==> src/rtl/store_monitor_pkg.sv <==
// rtl/store_monitor_pkg.sv - shared types for the store monitor and its log FIFO
package store_monitor_pkg;

   typedef enum logic [1:0] {
      ST_RUN  = 2'd0,
      ST_PASS = 2'd1,
      ST_FAIL = 2'd2
   } state_t;

   typedef struct packed {
      logic [31:0] addr;
      logic [31:0] data;
      logic [31:0] pc;
   } log_entry_t;

   function automatic logic [15:0] sat_inc16(input logic [15:0] v);
      return (v == 16'hFFFF) ? v : v + 16'd1;
   endfunction

endpackage

==> src/rtl/store_log_fifo.sv <==
// rtl/store_log_fifo.sv - store log FIFO with MSB-wrap pointers and drop indication
module store_log_fifo
   import store_monitor_pkg::*;
#(
   parameter int DEPTH = 8
) (
   input  logic       clk,
   input  logic       reset,
   input  logic       push,
   input  log_entry_t push_entry,
   input  logic       pop_ready,
   output logic       head_valid,
   output log_entry_t head,
   output logic       drop
);

   localparam int AW = (DEPTH > 1) ? $clog2(DEPTH) : 1;

   logic [AW:0] wptr;
   logic [AW:0] rptr;
   log_entry_t  mem [DEPTH];

   logic full;
   logic empty;
   logic pop;
   logic wr;

   assign empty = (wptr == rptr);
   assign full  = (wptr[AW] != rptr[AW]) && (wptr[AW-1:0] == rptr[AW-1:0]);
   assign pop   = !empty && pop_ready;
   // A pop frees the slot this same edge, so a push into a full FIFO is legal then
   assign wr    = push && (!full || pop);
   assign drop  = push && full && !pop;

   always_ff @(posedge clk or negedge reset) begin
      if (!reset) begin
         wptr <= '0;
         rptr <= '0;
      end else begin
         if (wr)  wptr <= wptr + 1'b1;
         if (pop) rptr <= rptr + 1'b1;
      end
   end

   always_ff @(posedge clk) begin
      if (wr) mem[wptr[AW-1:0]] <= push_entry;
   end

   assign head_valid = !empty;
   assign head       = mem[rptr[AW-1:0]];

endmodule

==> src/rtl/store_monitor.sv <==
// rtl/store_monitor.sv - watches processor stores, logs them and decides pass/fail/timeout
module store_monitor
   import store_monitor_pkg::*;
#(
   parameter int          DEPTH     = 8,
   parameter logic [31:0] PASS_ADDR = 32'd84,
   parameter logic [31:0] PASS_DATA = 32'd7,
   parameter int          TIMEOUT   = 1024
) (
   input  logic        clk,
   input  logic        reset,
   input  logic        memwrite,
   input  logic [31:0] dataadr,
   input  logic [31:0] writedata,
   input  logic [31:0] pc,
   output logic        log_valid,
   input  logic        log_ready,
   output logic [31:0] log_addr,
   output logic [31:0] log_data,
   output logic [31:0] log_pc,
   output logic        overflow,
   output logic [15:0] store_count,
   output logic        done,
   output logic        pass,
   output logic        fail,
   output logic        timeout
);

   localparam int             CW         = (TIMEOUT > 1) ? $clog2(TIMEOUT) : 1;
   localparam logic [CW-1:0] LAST_CYCLE = CW'(TIMEOUT - 1);

   state_t        state;
   state_t        state_nxt;
   logic [CW-1:0] cycle_cnt;

   logic       in_run;
   logic       push;
   logic       hit;
   logic       good;
   logic       expire;
   logic       drop;
   log_entry_t entry;
   log_entry_t head;

   assign in_run = (state == ST_RUN);
   assign push   = in_run && memwrite;
   assign hit    = push && (dataadr == PASS_ADDR);
   assign good   = (writedata == PASS_DATA);
   // The terminating store wins over a timeout landing in the same cycle
   assign expire = in_run && !hit && (cycle_cnt == LAST_CYCLE);

   always_comb begin
      state_nxt = state;
      if (hit)
         state_nxt = good ? ST_PASS : ST_FAIL;
      else if (expire)
         state_nxt = ST_FAIL;
   end

   always_ff @(posedge clk or negedge reset) begin
      if (!reset) begin
         state       <= ST_RUN;
         cycle_cnt   <= '0;
         store_count <= '0;
         overflow    <= 1'b0;
         done        <= 1'b0;
         pass        <= 1'b0;
         fail        <= 1'b0;
         timeout     <= 1'b0;
      end else begin
         state <= state_nxt;
         if (in_run) cycle_cnt <= cycle_cnt + 1'b1;
         if (push)   store_count <= sat_inc16(store_count);
         if (drop)   overflow <= 1'b1;
         if (hit) begin
            done <= 1'b1;
            pass <= good;
            fail <= !good;
         end else if (expire) begin
            done    <= 1'b1;
            fail    <= 1'b1;
            timeout <= 1'b1;
         end
      end
   end

   assign entry = '{addr: dataadr, data: writedata, pc: pc};

   store_log_fifo #(
      .DEPTH (DEPTH)
   ) u_fifo (
      .clk        (clk),
      .reset      (reset),
      .push       (push),
      .push_entry (entry),
      .pop_ready  (log_ready),
      .head_valid (log_valid),
      .head       (head),
      .drop       (drop)
   );

   assign log_addr = head.addr;
   assign log_data = head.data;
   assign log_pc   = head.pc;

endmodule

==> config.mk <==
export PLATFORM = sky130hd
export DESIGN_NAME = store_monitor
export DESIGN_NICKNAME = d
export VERILOG_FILES = /design/src/rtl/store_monitor_pkg.sv /design/src/rtl/store_log_fifo.sv /design/src/rtl/store_monitor.sv
export SDC_FILE = /design/constraint.sdc
export NUM_CORES = 1
export LEC_CHECK = 0
export CAP_MARGIN = 25
export CORE_ASPECT_RATIO = 0.8
export CORE_MARGIN = 1
export CORE_UTILIZATION = 35
export CTS_BUF_LIST = sky130_fd_sc_hd__clkbuf_8 sky130_fd_sc_hd__clkbuf_16
export CTS_CLUSTER_DIAMETER = 80
export DETAILED_ROUTE_END_ITERATION = 7
export PLACE_DENSITY = 0.61
export SLEW_MARGIN = 20
export SYNTH_ARGS = -nofsm -noshare
export SYNTH_HDL_FRONTEND = slang
export SYNTH_SLANG_ARGS = --single-unit
==> constraint.sdc <==
create_clock -name clk -period 25.8 [get_ports clk]
set_input_delay 6.45 -clock clk [delete_from_list [all_inputs] [get_ports clk]]
set_output_delay 6.45 -clock clk [all_outputs]
set_load 0.01 [all_outputs]
# Yosys cells after proc, flatten, opt, wreduce, memory -nomap -nowiden
# Memory sizes are Yosys's and may differ from the RTL's.
# Index checks and enable logic that the tools add are counted.
[classes]
add_sub_neg = 4
n_mul = 0
div_mod_pow = 0
magnitude_cmp = 0
eq_ne = 7
shifts = 0
n_mux = 8
bitwise = 2
n_reduce_logical = 19
[ops]
columns = ["cell", "n"]
rows = [
  ["$eq 32x3->1 const B", 1],
  ["$eq 32x7->1 const B", 1],
  ["$add 16x1->16 const B", 1],
  ["$eq 16x16->1 const B", 1],
  ["$add 10x1->10 const B", 1],
  ["$eq 10x10->1 const B", 1],
  ["$logic_and 1x1->1", 9],
  ["$add 4x1->4 const B", 2],
  ["$mux 2", 3],
  ["$logic_not 1->1", 5],
  ["$mux 1", 5],
  ["$eq 4x4->1", 1],
  ["$reduce_and 2->1", 2],
  ["$eq 3x3->1", 1],
  ["$logic_not 2->1", 1],
  ["$not 1->1", 2],
  ["$reduce_bool 2->1", 1],
  ["$logic_or 1x1->1", 1],
  ["$ne 1x1->1", 1],
]
[word_totals]
regBits = 41
latchBits = 0
mem_bits_rw = 768
mem_bits_ro = 0
inputBits = 100
mem_count = 1
[memory_table]
columns = ["name", "depth", "width", "rd", "rd_ports_with_merged_regs", "write_ports", "line_no", "rtl"]
rows = [
  ["u_fifo.mem", 8, 96, 1, 0, 1, "store_log_fifo.sv:21", "log_entry_t mem [DEPTH];"],
]

# Depth between registers and ports, before layout
[depth]
word_depth = 8
ltp_mapped = 6

# Hierarchy
# Synthesis repeated with hierarchy kept, for this count alone.
[hier_totals]
cells_unflattened = 1315
area_unflattened_um2 = 31016.0
[by_module_without_submodules]
columns = ["mod", "n_inst", "cells_per_inst", "area_per_inst_um2"]
rows = [
  ["store_log_fifo", 1, 1168, 29350.6],
  ["store_monitor", 1, 147, 1665.3],
]

# Worst setup path after synthesis
# OpenSTA, ideal clock, no wires.
[synth_path]
kind = "input to register"
startpoint = "input port memwrite"
endpoint = "memory u_fifo.mem[1][0] in the netlist's numbering (enable)"
setup_time_ps = 668
arrival_time_ps = 13616
required_ps = 25132
setup_slack_ps = 11517
path_stages = 3
path_cell_list = "nor3b_2 o211ai_1 nor3_1"
[synth_between]
elab_chain_len = 4
[synth_rtl]
columns = ["element", "line_no", "rtl"]
rows = [
  ["start, declared", "store_monitor.sv:12", "input logic memwrite,"],
  ["$logic_and 1x1->1", "store_monitor.sv:46", "assign push = in_run && memwrite;"],
  ["$logic_and 1x1->1", "store_log_fifo.sv:32", "assign wr = push && (!full || pop);"],
  ["$mux 1", "store_log_fifo.sv:46", "if (wr) mem[wptr[AW-1:0]] <= push_entry;"],
  ["$mux 1 (implied by the code)", "store_log_fifo.sv:46", ""],
  ["end, declared", "store_log_fifo.sv:21", ""],
]
# Every way passes these cells.

# Worst setup path in the final report
[layout_path]
startpoint = "register u_fifo.rptr[0]"
endpoint = "output port log_data[31]"
[layout_between]
elab_chain_len = 1
[layout_rtl]
columns = ["element", "line_no", "rtl"]
rows = [
  ["start, declared", "store_log_fifo.sv:20", "logic [AW:0] rptr;"],
  ["start signal, assigned", "store_log_fifo.sv:41", "if (pop) rptr <= rptr + 1'b1;"],
  ["$mem_v2 8x96", "--", ""],
  ["end, declared", "store_monitor.sv:19", "output logic [31:0] log_data,"],
]
# Every way passes these cells.

==> flow_summary.json <==
{
  "outcome": "finished, final reports clean",
  "grt_pass1_wl_um": 98500,
  "setup_tns_ps": 0,
  "ios": 218,
  "max_stage_delay_ps": 800,
  "drtPass1Iterations": 4,
  "drive_above_1_share_pct": 28.5,
  "cp_max_fo": 33,
  "hp-class": "reg2reg",
  "path_cells": "buf_4, buf_4, buf_16, mux4_2, mux2_2, clkdlybuf4s50_1",
  "fp.dieH_um": 267,
  "synth_fp_nets": 1405,
  "ys.flop_type": "edfxtp_1",
  "ys_ff_latch": 808,
  "synthesis.area_um2": 30700,
  "maxCapViolCount": 0,
  "ys_warn_count": 0,
  "rows": 96,
  "routabilityCongestion": 0.721,
  "synth.distinct_cells": 38,
  "rsz0062_at_grt": "no",
  "synth_top_area_cell": "edfxtp_1",
  "cp.required_ps": 19350,
  "startpoint_type": "flop",
  "antenna_cells": 0,
  "die-width_um": 333,
  "async_flop_share_pct": 4.95,
  "areaGrowthSynthToFinish_pct": 21.4,
  "wl_um": 65900,
  "dieArea_um2": 88900,
  "powerDensity_nw_per_um2": 114,
  "postSynthCellCount": 1301,
  "relSlewSlack_pct": 34.9,
  "synth_area_per_cell_um2": 23.6,
  "port_buffers": 217,
  "worst_pin_slew_ps": 976,
  "viasPerCell": 5.05,
  "clock_power_share_pct": 28.5,
  "finClkSkew_ps": 18.7,
  "drt_iter0_drc": 935,
  "worst_path_max_delay_cell": "dfrtp_4",
  "cts_made_buffers": 83,
  "power_w": 0.00424,
  "p_leak_nw": 11.9,
  "start_util_pct": 35.6,
  "h-tree-depth": 3,
  "seqPwrFrac_pct": 41.0,
  "ant_nets": 0,
  "critPathKind": "reg2out",
  "final_period_minus_worst_setup_slack_ps": 10820,
  "maxSlewViolCount": 0,
  "clock_path_buffers": 3,
  "setup_viol": 0,
  "grt_use_total_pct": 15.1,
  "combPwrFrac_pct": 30.6,
  "antenna_found_initial": 7,
  "finalCritPeriodShare_pct": 41.9,
  "root_buffer": "clkbuf_16",
  "p_sw_w": 0.00119,
  "finalHoldViolCount": 0,
  "cts_hold_buf": 0,
  "first_global_vias": 15076,
  "drc": 0,
  "synthTopCellsByArea": "edfxtp_1 75%, mux4_2 14%, mux2_2 3.6%, dfrtp_1 3.3%, xnor2_1 0.71%",
  "vias": 14018,
  "netSwitchingFraction_pct": 28.0,
  "cts_tree": "built",
  "internal-power_w": 0.00305,
  "cts_sinks": 808,
  "cpMostUsedCell": "buf_4",
  "dp_hpwl_um": 36900,
  "grt_start_max_net_pins": 56,
  "ys_seq_area_share_pct": 78.4,
  "gr-total-overflow": 0,
  "arrival_ps": 4370,
  "insertion_delay_ps": 640,
  "timing.fmax_mhz": 92.4,
  "core-area_um2": 86400,
  "ir_worst_vdd_uv": 60.1,
  "ctsResizeCount": 0,
  "end_kind": "output port",
  "synth_common_cells": "768 x edfxtp_1, 192 x mux4_2, 99 x mux2_2",
  "synth_edf_count": 768,
  "synth_top_area_share_pct": 75.1,
  "synth.most_common_cell": "edfxtp_1",
  "nNetsFinal": 1684,
  "drt-wirelength-per-cell_um": 23.7,
  "cts_setup_buffers": 0,
  "cts.clk_slew.worst_paths_ps": 60
}
[path summary, 6_finish.rpt]
path                                             from                           to  slack [ps]  cells after the start
max                        u_fifo.rptr[0]$_DFFE_PN0P_                 log_data[31]       14980                      6
min                              overflow$_DFFE_PN0P_         overflow$_DFFE_PN0P_         460                      1
max reg2reg                u_fifo.rptr[0]$_DFFE_PN0P_  u_fifo.mem[0][38]$_DFFE_PP_       21750                      7
min reg2reg                      overflow$_DFFE_PN0P_         overflow$_DFFE_PN0P_         460                      1
max in group asynchronous                       reset   u_fifo.rptr[1]$_DFFE_PN0P_       19170                      1
min in group asynchronous                       reset   store_count[5]$_DFFE_PN0P_        5930                      1
[power groups by stage]
stage / sequential, W / combinational [W] / clock, W
3_3_place_gp: 0.00176 / 0.00130 / 0
5_1_grt: 0.00176 / 0.00139 / 0.00129
3_5_place_dp: 0.00177 / 0.00133 / 0
6_report: 0.00174 / 0.00130 / 0.00121
2_1_floorplan: 0.00173 / 0.000800 / 0
4_1_cts: 0.00174 / 0.00134 / 0.00124
[worst max-delay path: cells and delay by family (launching register included)]
kind,cells,cell delay [ps]
buf+inv,4,2010
mux,2,820
flops,1,800
[kinds of logic (layout without fill, tap and decap cells)]
group,count (synthesis),in the layout,synth area share [%]
AO/OA/AOI/OAI,11,11,0.265
XOR/XNOR,30,30,0.856
adder cells (fa/ha/maj),4,4,0.163
buffers and inverters,59,409,0.815
flip-flops,808,808,78.4
multiplexers,292,292,17.8
AND/OR/NAND/NOR,97,97,1.77
[registers in the layout, indices dropped and copies added, names as in the netlist]
register     count
u_fifo.mem     768
store_count     16
cycle_cnt       10
u_fifo.rptr      4
u_fifo.wptr      4
done             1
fail             1
overflow         1
pass             1
state            1
timeout          1
[layout by cell type (no fill, tap or decap), drive strengths merged]
cell,synthesis,layout
a211oi,1,1
a21o,1,1
a41oi,2,2
and3,2,2
and4,3,3
buf,27,33
bufinv,0,11
clkbuf,29,86
clkdlybuf4s50,0,216
clkinv,0,41
clkinvlp,0,4
dfrtp,40,40
edfxtp,768,768
ha,4,4
inv,3,18
mux2,100,100
mux4,192,192
nand2,18,18
nand2b,3,3
nand3,13,13
nand4,11,11
nor2,16,16
nor3,8,8
nor3b,1,1
nor4,12,12
nor4b,4,4
nor4bb,1,1
o211ai,2,2
o21a,1,1
o21ai,2,2
o31a,1,1
o31ai,1,1
or2,1,1
or3,4,4
xnor2,25,25
xor2,5,5
[cell type report]
class / count / area, um^2
Clock buffer: 85 / 2130
Fill cell: 7323 / 49100
Sequential cell: 808 / 24100
Inverter: 3 / 11.3
Timing Repair Buffer: 250 / 2550
Multi-Input combinational cell: 434 / 6450
Tap cell: 1127 / 1410
Clock inverter: 71 / 652
[metrics by stage]
step / cell area [um^2] / setup WS [ps] / util (%) / cells / hold slack [ps]
after floorplan: 30700 / 11520 / - / 1301 / 439
after global placement: 34300 / 15220 / 39.7 / 2613 / 453
after detailed placement: 34500 / 15510 / 39.9 / 2621 / 450
after CTS: 37300 / 14800 / 43.1 / 2777 / 469
after global routing: 37300 / 14610 / 43.2 / 2778 / 485
final: 37300 / 14980 / 43.2 / 2778 / 463
[routing by layer]
layer	GRT usage (%)	part of all wire (%)	up-vias	wire (um)
met5	0	0.14	-	91
met4	3.75	1.8	14	1180
met3	3.76	5.0	101	3280
met2	24.7	49	304	32300
met1	20.1	44	7507	29000
li1	-	-	6092	-
No activity file was read; power rests on OpenSTA's default activity.
